--- src/rtl/id_stage_lmsm.sv ---
// Decode stage with a registered ID/RR latch and valid/ready handshakes on both sides.
// LM/SM instructions are expanded into one micro-op per set bit of the register list.
module id_stage_lmsm #(
    parameter int unsigned DATA_W    = 16,
    parameter int unsigned NREGS     = 8,
    parameter int unsigned LHI_SHIFT = 7,
    localparam int unsigned REG_W    = $clog2(NREGS)
) (
    input  logic              clk,
    input  logic              rst,
    input  logic              flush,
    input  logic              in_valid,
    output logic              in_ready,
    input  logic [DATA_W-1:0] in_pc,
    input  logic [DATA_W-1:0] in_instr,
    output logic              out_valid,
    input  logic              out_ready,
    output logic [DATA_W-1:0] out_pc,
    output logic [DATA_W-1:0] out_instr,
    output logic [REG_W-1:0]  out_ra,
    output logic [REG_W-1:0]  out_rb,
    output logic [REG_W-1:0]  out_rc,
    output logic [DATA_W-1:0] out_imm,
    output logic [1:0]        out_imm_sel,
    output logic              out_lmsm,
    output logic              out_first,
    output logic              out_last
);

    localparam int unsigned KW = REG_W + 1;

    typedef enum logic [0:0] {StIdle, StSeq} state_e;

    state_e              state_q, state_d;
    logic                valid_q, valid_d;
    logic [DATA_W-1:0]   pc_q, pc_d, instr_q, instr_d, imm_q, imm_d;
    logic [REG_W-1:0]    ra_q, ra_d, rb_q, rb_d, rc_q, rc_d;
    logic [1:0]          imm_sel_q, imm_sel_d;
    logic                lmsm_q, lmsm_d, first_q, first_d, last_q, last_d;
    logic [NREGS-1:0]    list_q, list_d;
    logic [KW-1:0]       k_q, k_d;

    logic                accept, xfer, is_lmsm;
    logic [3:0]          opcode;
    logic [NREGS-1:0]    in_list, in_rem, seq_rem;
    logic [DATA_W-1:0]   dec_imm;
    logic [1:0]          dec_sel;

    function automatic logic [REG_W-1:0] lowest_bit(input logic [NREGS-1:0] v);
        lowest_bit = '0;
        for (int i = int'(NREGS) - 1; i >= 0; i--) begin
            if (v[i]) lowest_bit = REG_W'(i);
        end
    endfunction

    // Immediate selection per opcode
    always_comb begin
        opcode  = in_instr[15:12];
        is_lmsm = (opcode == 4'b0110) || (opcode == 4'b0111);
        dec_imm = '0;
        dec_sel = 2'd3;
        case (opcode)
            4'b0001, 4'b0100, 4'b0101, 4'b1100: begin
                dec_imm = {{(DATA_W-6){in_instr[5]}}, in_instr[5:0]};
                dec_sel = 2'd0;
            end
            4'b0011: begin
                dec_imm = DATA_W'(in_instr[8:0]) << LHI_SHIFT;
                dec_sel = 2'd1;
            end
            4'b1000: begin
                dec_imm = {{(DATA_W-9){in_instr[8]}}, in_instr[8:0]};
                dec_sel = 2'd2;
            end
            default: begin
                dec_imm = '0;
                dec_sel = 2'd3;
            end
        endcase
    end

    always_comb begin
        in_list = in_instr[NREGS-1:0];
        in_rem  = in_list & (in_list - NREGS'(1));
        seq_rem = list_q & (list_q - NREGS'(1));
        accept  = in_valid && in_ready;
        xfer    = valid_q && out_ready;

        state_d   = state_q;
        valid_d   = valid_q;
        pc_d      = pc_q;
        instr_d   = instr_q;
        ra_d      = ra_q;
        rb_d      = rb_q;
        rc_d      = rc_q;
        imm_d     = imm_q;
        imm_sel_d = imm_sel_q;
        lmsm_d    = lmsm_q;
        first_d   = first_q;
        last_d    = last_q;
        list_d    = list_q;
        k_d       = k_q;

        if (flush) begin
            valid_d = 1'b0;
            state_d = StIdle;
            list_d  = '0;
            k_d     = '0;
        end else if (accept) begin
            valid_d   = 1'b1;
            pc_d      = in_pc;
            instr_d   = in_instr;
            ra_d      = REG_W'(in_instr[11:9]);
            rb_d      = REG_W'(in_instr[8:6]);
            rc_d      = REG_W'(in_instr[5:3]);
            imm_d     = dec_imm;
            imm_sel_d = dec_sel;
            lmsm_d    = 1'b0;
            first_d   = 1'b0;
            last_d    = 1'b1;
            list_d    = '0;
            k_d       = '0;
            if (is_lmsm) begin
                // An empty list is swallowed without producing an op.
                if (in_list == '0) begin
                    valid_d = 1'b0;
                end else begin
                    rb_d    = lowest_bit(in_list);
                    imm_d   = '0;
                    lmsm_d  = 1'b1;
                    first_d = 1'b1;
                    last_d  = (in_rem == '0);
                    list_d  = in_rem;
                    state_d = (in_rem == '0) ? StIdle : StSeq;
                end
            end
        end else if (xfer) begin
            if (state_q == StSeq && !last_q) begin
                k_d     = k_q + KW'(1);
                rb_d    = lowest_bit(list_q);
                imm_d   = DATA_W'(k_d);
                first_d = 1'b0;
                last_d  = (seq_rem == '0);
                list_d  = seq_rem;
            end else begin
                valid_d = 1'b0;
                state_d = StIdle;
            end
        end
    end

    always_ff @(posedge clk) begin
        if (rst) begin
            state_q   <= StIdle;
            valid_q   <= 1'b0;
            pc_q      <= '0;
            instr_q   <= '0;
            ra_q      <= '0;
            rb_q      <= '0;
            rc_q      <= '0;
            imm_q     <= '0;
            imm_sel_q <= '0;
            lmsm_q    <= 1'b0;
            first_q   <= 1'b0;
            last_q    <= 1'b0;
            list_q    <= '0;
            k_q       <= '0;
        end else begin
            state_q   <= state_d;
            valid_q   <= valid_d;
            pc_q      <= pc_d;
            instr_q   <= instr_d;
            ra_q      <= ra_d;
            rb_q      <= rb_d;
            rc_q      <= rc_d;
            imm_q     <= imm_d;
            imm_sel_q <= imm_sel_d;
            lmsm_q    <= lmsm_d;
            first_q   <= first_d;
            last_q    <= last_d;
            list_q    <= list_d;
            k_q       <= k_d;
        end
    end

    always_comb begin
        in_ready    = !rst && !flush && (state_q == StIdle) && (!valid_q || out_ready);
        out_valid   = valid_q;
        out_pc      = pc_q;
        out_instr   = instr_q;
        out_ra      = ra_q;
        out_rb      = rb_q;
        out_rc      = rc_q;
        out_imm     = imm_q;
        out_imm_sel = imm_sel_q;
        out_lmsm    = lmsm_q;
        out_first   = first_q;
        out_last    = last_q;
    end

endmodule

--- config.mk ---
export PLATFORM = sky130hd
export DESIGN_NAME = id_stage_lmsm
export DESIGN_NICKNAME = d
export VERILOG_FILES = /design/src/rtl/id_stage_lmsm.sv
export SDC_FILE = /design/constraint.sdc
export NUM_CORES = 1
export LEC_CHECK = 0
export CAP_MARGIN = 10
export CORE_MARGIN = 5
export CORE_UTILIZATION = 46
export DETAILED_ROUTE_END_ITERATION = 16
export PLACE_DENSITY = 0.79
export SLEW_MARGIN = 30
export SYNTH_ARGS = -nofsm -noshare
export SYNTH_HDL_FRONTEND = slang
export SYNTH_SLANG_ARGS = --single-unit
--- constraint.sdc ---
create_clock -name clk -period 2.9 [get_ports clk]
set_input_delay 0.435 -clock clk [delete_from_list [all_inputs] [get_ports clk]]
set_output_delay 0.435 -clock clk [all_outputs]
set_load 0.01 [all_outputs]
---- Yosys cells after proc, flatten, opt, wreduce, memory -nomap -nowiden ----
Cells that the tools add are included.
word-level totals
  input port bits ......................... 37
  output and inout port bits .............. 64
  bits in registers ....................... 76
cells by class
  add/subtract/negate cells ............... 3
  reduce and logical (&&, ||, !) cells .... 26
  multiplexer cells ....................... 51
  bitwise gates (word level) .............. 4
  equal/unequal tests ..................... 11
operator list
  operator               number
  $mux W16               5
  $mux W3                21
  $pmux W16 S3           1
  $mux W8                5
  $logic_not A8 Y1       3
  $mux W1                18
  $and A8 B8 Y8          2
  $eq A4 B3 Y1 const B   4
  $sub A8 B1 Y8 const B  2
  $eq A4 B4 Y1 const B   2
  $reduce_and A2 Y1      4
  $logic_and A1 B1 Y1    6
  $pmux W2 S3            1
  $add A4 B1 Y4 const B  1
  $eq A4 B1 Y1 const B   1
  $eq A4 B2 Y1 const B   1
  $logic_not A1 Y1       4
  $ne A2 B2 Y1 const B   2
  $reduce_and A4 Y1      1
  $reduce_bool A2 Y1     2
  $reduce_or A4 Y1       1
  $reduce_and A3 Y1      1
  $reduce_or A3 Y1       1
  $logic_or A1 B1 Y1     2
  3 further kinds        4

---- Depth between registers and ports, before layout ----
Gate-level depths: netlist of run 1.
  depth after elaboration ................. 11
  mapped depth ............................ 9
  mapped depth without buffers ............ 6

---- Least setup slack after synthesis of run 1 ----
OpenSTA, ideal clock, no wires.
  path type ............................... input to register
  start ................................... input flush
  end ..................................... register rb_q[0], in the netlist out_rb[0]
  stages .................................. 8
  data arrival time ....................... 2,030 ps
  path slack .............................. 752 ps
  required time ........................... 2,783 ps
  path buffers ............................ 2
  cells stage by stage .................... buf_6 > or2_4 > or4b_1 > buf_6 > nor2_8 > nand2b_4 > o21bai_1 > a32o_1
on the way
  word-level cells in the longest chain between the ends .. 7
ends and longest elaborated chain
  element                              RTL line  RTL
  start, declared                      11        input logic flush,
  $logic_not A1 Y1                     187       in_ready = !rst && !flush && (state_q == StIdle) && (!valid_q || out_ready);
  $logic_and A1 B1 Y1 (3 in series)    187
  $logic_and A1 B1 Y1                  86        accept = in_valid && in_ready;
  $reduce_bool A2 Y1 (no source line)  --
  $reduce_and A3 Y1 (no source line)   --
  end signal, assigned                 174       rb_q <= rb_d;
  end, declared                        37        logic [REG_W-1:0] ra_q, ra_d, rb_q, rb_d, rc_q, rc_d;
Parallel ways exist; a longest one is shown, timed or not.
A chain may end at the register's enable or synchronous reset.

---- Worst setup path after layout of run 1 ----
  start ................................... input flush
  end ..................................... output in_ready
on the way
  word-level cells in the longest chain between the ends .. 4
ends and longest elaborated chain
  element                            RTL line  RTL
  $logic_not A1 Y1                   187
  $logic_and A1 B1 Y1 (3 in series)  187
  end, declared                      13        output logic in_ready,
No other way between the ends.

==> results of run 1 <==
sequential cells by signal (all words and copies together) (netlist names):
signal / flops
out_last: 1
out_rb: 3
k_q: 4
out_valid: 1
out_imm_sel: 2
out_pc: 16
out_first: 1
out_instr: 16
state_q: 1
list_q: 7
out_imm: 16
out_lmsm: 1
metrics by stage:
stage | total power, mW | worst slack (ns)
finish | 1.94 | 0.427
global route | 2.02 | 0.394
global placement | 1.25 | 0.254
floorplan | 1.13 | 0.752
CTS | 1.95 | 0.428
detailed placement | 1.26 | 0.198
worst min-delay path by stage:
stage	from	endpoint	slack [ns]
5_1_grt	out_imm[12]$_SDFFE_PP0P_	out_imm[12]$_SDFFE_PP0P_	0.48
3_5_place_dp	out_imm[12]$_SDFFE_PP0P_	out_imm[12]$_SDFFE_PP0P_	0.45
4_1_cts	out_pc[1]$_SDFFE_PP0P_	out_pc[1]$_SDFFE_PP0P_	0.46
6_report	out_pc[5]$_SDFFE_PP0P_	out_pc[5]$_SDFFE_PP0P_	0.45
3_3_place_gp	out_pc[15]$_SDFFE_PP0P_	out_pc[15]$_SDFFE_PP0P_	0.44
2_1_floorplan	out_first$_SDFFE_PP0P_	out_first$_SDFFE_PP0P_	0.47
cell families after synthesis:
family / synth area share (%)
and+or+nand+nor: 25.0
DFF: 43.3
muxes: 0.314
AOI/OAI and AO/OA: 22.1
xor gates and xnor gates: 1.37
adders and majority gates: 0.706
buffers and inverters: 7.22
cell usage after synthesis (all sizes together) (2+ instances only):
master and instances:
xnor2 2, dfxtp 69, o21bai 4, buf 16, nand2 97, nor2b 2, nand3b 2, a211oi 5
nand3 9, nor3 15, nor4 4, o211ai 2, inv 7, a32oi 2, o311ai 2, xor2 3
a31oi 3, nand2b 2, a21o 11, or4 2, o31ai 2, clkbuf 26, nor2 30, or2 2
o21ai 9, a22oi 2, a21oi 64, nor3b 3, a311oi 2
worst max-delay path, delay by kind of cell:
kind / cells / cell delay [ns]
buf+inv: 3 / 1.17
simple gates: 2 / 0.43
metal layers:
metal / vias to the layer above / GRT usage (%) / part of all wire, %
met1: 1450 / 28.2 / 45
li1: 1592 / - / -
met3: 15 / 4.02 / 5.5
met4: 0 / 10.1 / 2.4
met2: 105 / 33.2 / 47
met5: - / 0 / 0
where the power goes:
group | switching (mW) | total (mW) | internal, mW
clock network | 0.347 | 0.700 | 0.353
registers | 0.0131 | 0.983 | 0.970
logic | 0.129 | 0.255 | 0.126
final cells by class:
cell class	count	share of cell area, %
tap	80	2.28
multi-input combinational	298	36.2
sequential	69	31.5
clock inverter	4	0.514
inverter	7	0.600
clock buffer	12	3.54
timing repair buffer	115	25.3
==> flow_metrics.py, run 1 <==
metrics = {
    "run_status": {
        "status": "completed",
    },
    "setup_path": {
        "cp_cell_sequence": "clkdlybuf4s50_1 -> or2_4 -> buf_4 -> nor3_1 -> clkdlybuf4s50_1",
        "worstSetupStartpoint": "flush",
        "cp.required_ns": 2.47,
        "cpMaxStageDelayCell": "clkdlybuf4s50_1",
        "critPathMostFrequentCell": "clkdlybuf4s50_1",
        "cpPeakStageDelay_ns": 0.57,
        "r2r_slack_ns": 0.74,
        "crit_path_end_kind": "output port",
        "worst-r2r-cell-count": 6,
        "reg2reg_from": "out_valid$_SDFFE_PP0P_",
        "worst_setup_path_start_kind": "input port",
        "regToRegEndpoint": "out_rb[0]$_SDFFE_PP0P_",
        "crit_end": "in_ready",
        "path_max_fanout": 13,
        "worstPathArrival_ns": 2.04,
        "worstSetupPathType": "in -> out",
    },
    "synth": {
        "synthTopCellsByArea": "dfxtp_1, nand2_1, a21oi_1",
        "async_flop_share_pct": 0,
        "synth_area_leader_cell": "dfxtp_1",
        "synthesis.instances": 416,
        "synth.distinct_cells": 54,
        "synth_top_area_share_pct": 43.3,
        "synth_area_um2": 3190,
        "synth_nets": 454,
        "synth-seq-area-share_pct": 43.3,
        "synth-seq-cells": 69,
        "ys.flop_type": "dfxtp_1",
        "synth_edf_count": 0,
        "yosysWarnings": 0,
        "syn-mean-instance-area_um2": 7.67,
    },
    "clocking": {
        "cts_resized": 0,
        "clk_pin_slew_ns": 0.07,
        "clkLatencyLatePin_ns": 0.34,
        "numCtsBuffers": 9,
        "ctsLongestPathBuffers": 2,
        "cts_hold_buf": 0,
        "clock-sinks": 69,
        "root_buffer": "clkbuf_8",
        "post_cts_buffers": 0,
        "cts_tree": "yes",
        "h-tree-depth": 3,
    },
    "layout": {
        "instances_no_fill": 585,
        "nFillCells": 567,
        "post-route-util_pct": 64.9,
        "syn2layout_area_growth_pct": 37.3,
        "fin_area_um2": 4380,
        "layout.nets": 538,
        "multiInputGateArea_um2": 1590,
        "drive_gt1_share_pct": 7.52,
        "final_common_cell": "clkdlybuf4s50_1",
        "n_antenna_cell": 0,
        "layout_common_cells": "clkdlybuf4s50_1, nand2_1, dfxtp_1",
        "seqCellArea_um2": 1380,
    },
    "sta": {
        "maxSlewViolCount": 0,
        "slew_headroom_pct": 56.4,
        "min_period_ns": 2.47,
        "setup_viol": 0,
        "max_freq_ghz": 0.404,
        "skew_ns": 0.00485,
        "rsz0062_at_grt": "no",
        "holdWs_ns": 0.454,
        "hold_viol_final": 0,
        "tightest_slew_ns": 0.650,
        "setup_tns_ns": 0,
        "fin_crit_sh_pct": 85.3,
    },
    "placement": {
        "dp.cells": 569,
        "place_hpwl_um": 6490,
        "place.gp.congestion": 0.914,
        "io_buffers": 100,
        "placed_area_um2": 4200,
    },
    "route": {
        "firstDrtPassIters": 4,
        "antenna_left": 0,
        "drt-total-wl_um": 9050,
        "route.detailed.drc": 0,
        "wl_per_cell_um": 15.5,
        "num_vias": 3162,
        "avgViaCountPerCell": 5.41,
        "drtIter0Drc": 177,
    },
    "min_path": {
        "min_path_cells": 2,
        "holdCritPathClass": "reg -> reg",
    },
    "run": {
        "maxCapViolCount": 0,
    },
    "power": {
        "total_leakage_power_nw": 1.50,
        "p_per_area_nw_per_um2": 442,
        "ir_drop_v": 0.000274,
    },
    "floorplan": {
        "die_h_um": 93.3,
        "die-area_um2": 8700,
        "std_cell_rows": 30,
        "fp.coreArea_um2": 6760,
        "initial_core_util_pct": 47.2,
        "chipWidth_um": 93.3,
        "io_pins": 101,
    },
    "grt": {
        "track_usage_pct": 21.3,
        "grt_pass1_vias": 3066,
        "grt-ovfl-total": 0,
        "grt_pass1_wl_um": 14800,
        "antenna_found_initial": 0,
        "grt_max_degree": 56,
    },
}
Note: power is estimated with default switching activity, not from simulation.
==> run 2: changes to the inputs <==
Settings changed: CORE_ASPECT_RATIO set to 0.7.
==> flow_metrics.py, run 2 (synthesized netlist as in run 1, its figures left out) <==
metrics = {
    "run_status": {
        "status": "completed",
    },
    "power": {
        "finalPower_mw": 1.88,
        "p_per_area_nw_per_um2": 431,
        "total_leakage_power_nw": 1.48,
        "ir_drop_v": 0.000271,
    },
    "route": {
        "drtIter0Drc": 234,
        "firstDrtPassIters": 4,
        "wl_met3_um": 628,
        "wl_met1_um": 4340,
        "routed.top_layer": "met4",
        "antenna_left": 0,
        "avgViaCountPerCell": 5.33,
        "wl_per_cell_um": 15.3,
        "drt-total-wl_um": 9130,
        "dr_wl_met2_um": 4010,
        "route.detailed.drc": 0,
        "num_vias": 3182,
    },
    "sta": {
        "maxSlewViolCount": 0,
        "rsz0062_at_grt": "no",
        "slew_headroom_pct": 55.8,
        "hold_viol_final": 0,
        "tightest_slew_ns": 0.659,
        "fin_crit_sh_pct": 85.8,
        "skew_ns": 0.00766,
        "min_period_ns": 2.49,
        "setup_tns_ns": 0,
        "max_freq_ghz": 0.402,
        "setup_viol": 0,
    },
    "layout": {
        "n_antenna_cell": 0,
        "layout_common_cells": "clkdlybuf4s50_1, nand2_1, dfxtp_1",
        "syn2layout_area_growth_pct": 36.8,
        "fin_area_um2": 4370,
        "layout.nets": 536,
        "post-route-util_pct": 64.6,
        "drive_gt1_share_pct": 6.96,
        "nFillCells": 607,
        "final_common_cell": "clkdlybuf4s50_1",
    },
    "clocking": {
        "cts_tree": "yes",
        "cts_hold_buf": 0,
        "clk_pin_slew_ns": 0.07,
        "h-tree-depth": 3,
        "numCtsBuffers": 9,
        "clock-sinks": 69,
        "clkLatencyLatePin_ns": 0.33,
        "post_cts_buffers": 0,
        "ctsLongestPathBuffers": 2,
        "root_buffer": "clkbuf_8",
        "cts_resized": 0,
    },
    "grt": {
        "grt_max_degree": 56,
        "grt_pass1_vias": 2998,
        "grt_pass1_wl_um": 15100,
        "grt-ovfl-total": 0,
        "antenna_found_initial": 0,
        "track_usage_pct": 21.9,
    },
    "placement": {
        "place_hpwl_um": 6740,
        "placed_area_um2": 4210,
        "io_buffers": 100,
        "place.gp.congestion": 0.914,
    },
    "setup_path": {
        "cp.required_ns": 3.14,
        "worstPathArrival_ns": 2.73,
        "crit_path_end_kind": "register",
        "path_max_fanout": 12,
        "worst_setup_path_start_kind": "input port",
        "worstSetupPathType": "in -> reg",
    },
    "floorplan": {
        "initial_core_util_pct": 47.2,
        "die_h_um": 79.7,
        "io_pins": 101,
        "die-area_um2": 8730,
        "chipWidth_um": 110,
        "std_cell_rows": 25,
        "fp.coreArea_um2": 6760,
    },
    "run": {
        "maxCapViolCount": 0,
    },
    "min_path": {
        "holdCritPathClass": "reg -> reg",
    },
}
==> run 2: cell types whose count changed in the layout (fill, tap and decap cells not counted) <==
cell      delta
clkbuf_1     +1
buf_4        -2
clkinv_2     +1
clkbuf_8     -2
==> run 2: final timing paths <==
path | start | endpoint | slack [ns] | cells after the start
max | out_ready | out_last$_SDFFE_PP0P_ | 0.41 | 6
min | out_pc[8]$_SDFFE_PP0P_ | out_pc[8]$_SDFFE_PP0P_ | 0.45 | 2
max reg2reg | out_valid$_SDFFE_PP0P_ | out_last$_SDFFE_PP0P_ | 0.63 | 5
min reg2reg | out_pc[8]$_SDFFE_PP0P_ | out_pc[8]$_SDFFE_PP0P_ | 0.45 | 2
==> run 2: layer usage <==
layer / up-vias / track usage (%)
li1: 1603 / -
met1: 1462 / 32.0
met2: 101 / 31.5
met3: 16 / 5.66
met4: 0 / 6.48
met5: - / 0
==> run 2: per-stage QoR <==
stage | hold WS (ns) | setup slack [ns] | std cells
3_5_place_dp | 0.446 | 0.0966 | 581
3_3_place_gp | 0.442 | 0.158 | 581
2_1_floorplan | 0.467 | 0.752 | 416
6_report | 0.454 | 0.411 | 597
5_1_grt | 0.477 | 0.321 | 597
4_1_cts | 0.455 | 0.433 | 597
==> run 2: area by class of cell <==
type                            count  area (um2)  share of cell area (%)
Multi-Input combinational cell    298        1590                    36.4
Sequential cell                    69        1380                    31.6
Timing Repair Buffer              113        1090                    25.1
Clock buffer                       11         131                    3.01
Tap cell                           94         118                    2.69
Clock inverter                      5        27.5                   0.631
Inverter                            7        26.3                   0.602
==> run 2: critical path: stages <==
cell and delay, ns:
clkdlybuf4s50_1 0.54, nor2b_1 0.12, or4b_2 0.87, a21oi_4 0.35, o32ai_1 0.17, nor3b_1 0.24
==> run 2: power by group <==
| part | internal (mW) | switching (mW) | total [mW] |
|---|---|---|---|
| combinational | 0.125 | 0.128 | 0.253 |
| clock | 0.305 | 0.340 | 0.644 |
| sequential | 0.970 | 0.0137 | 0.984 |
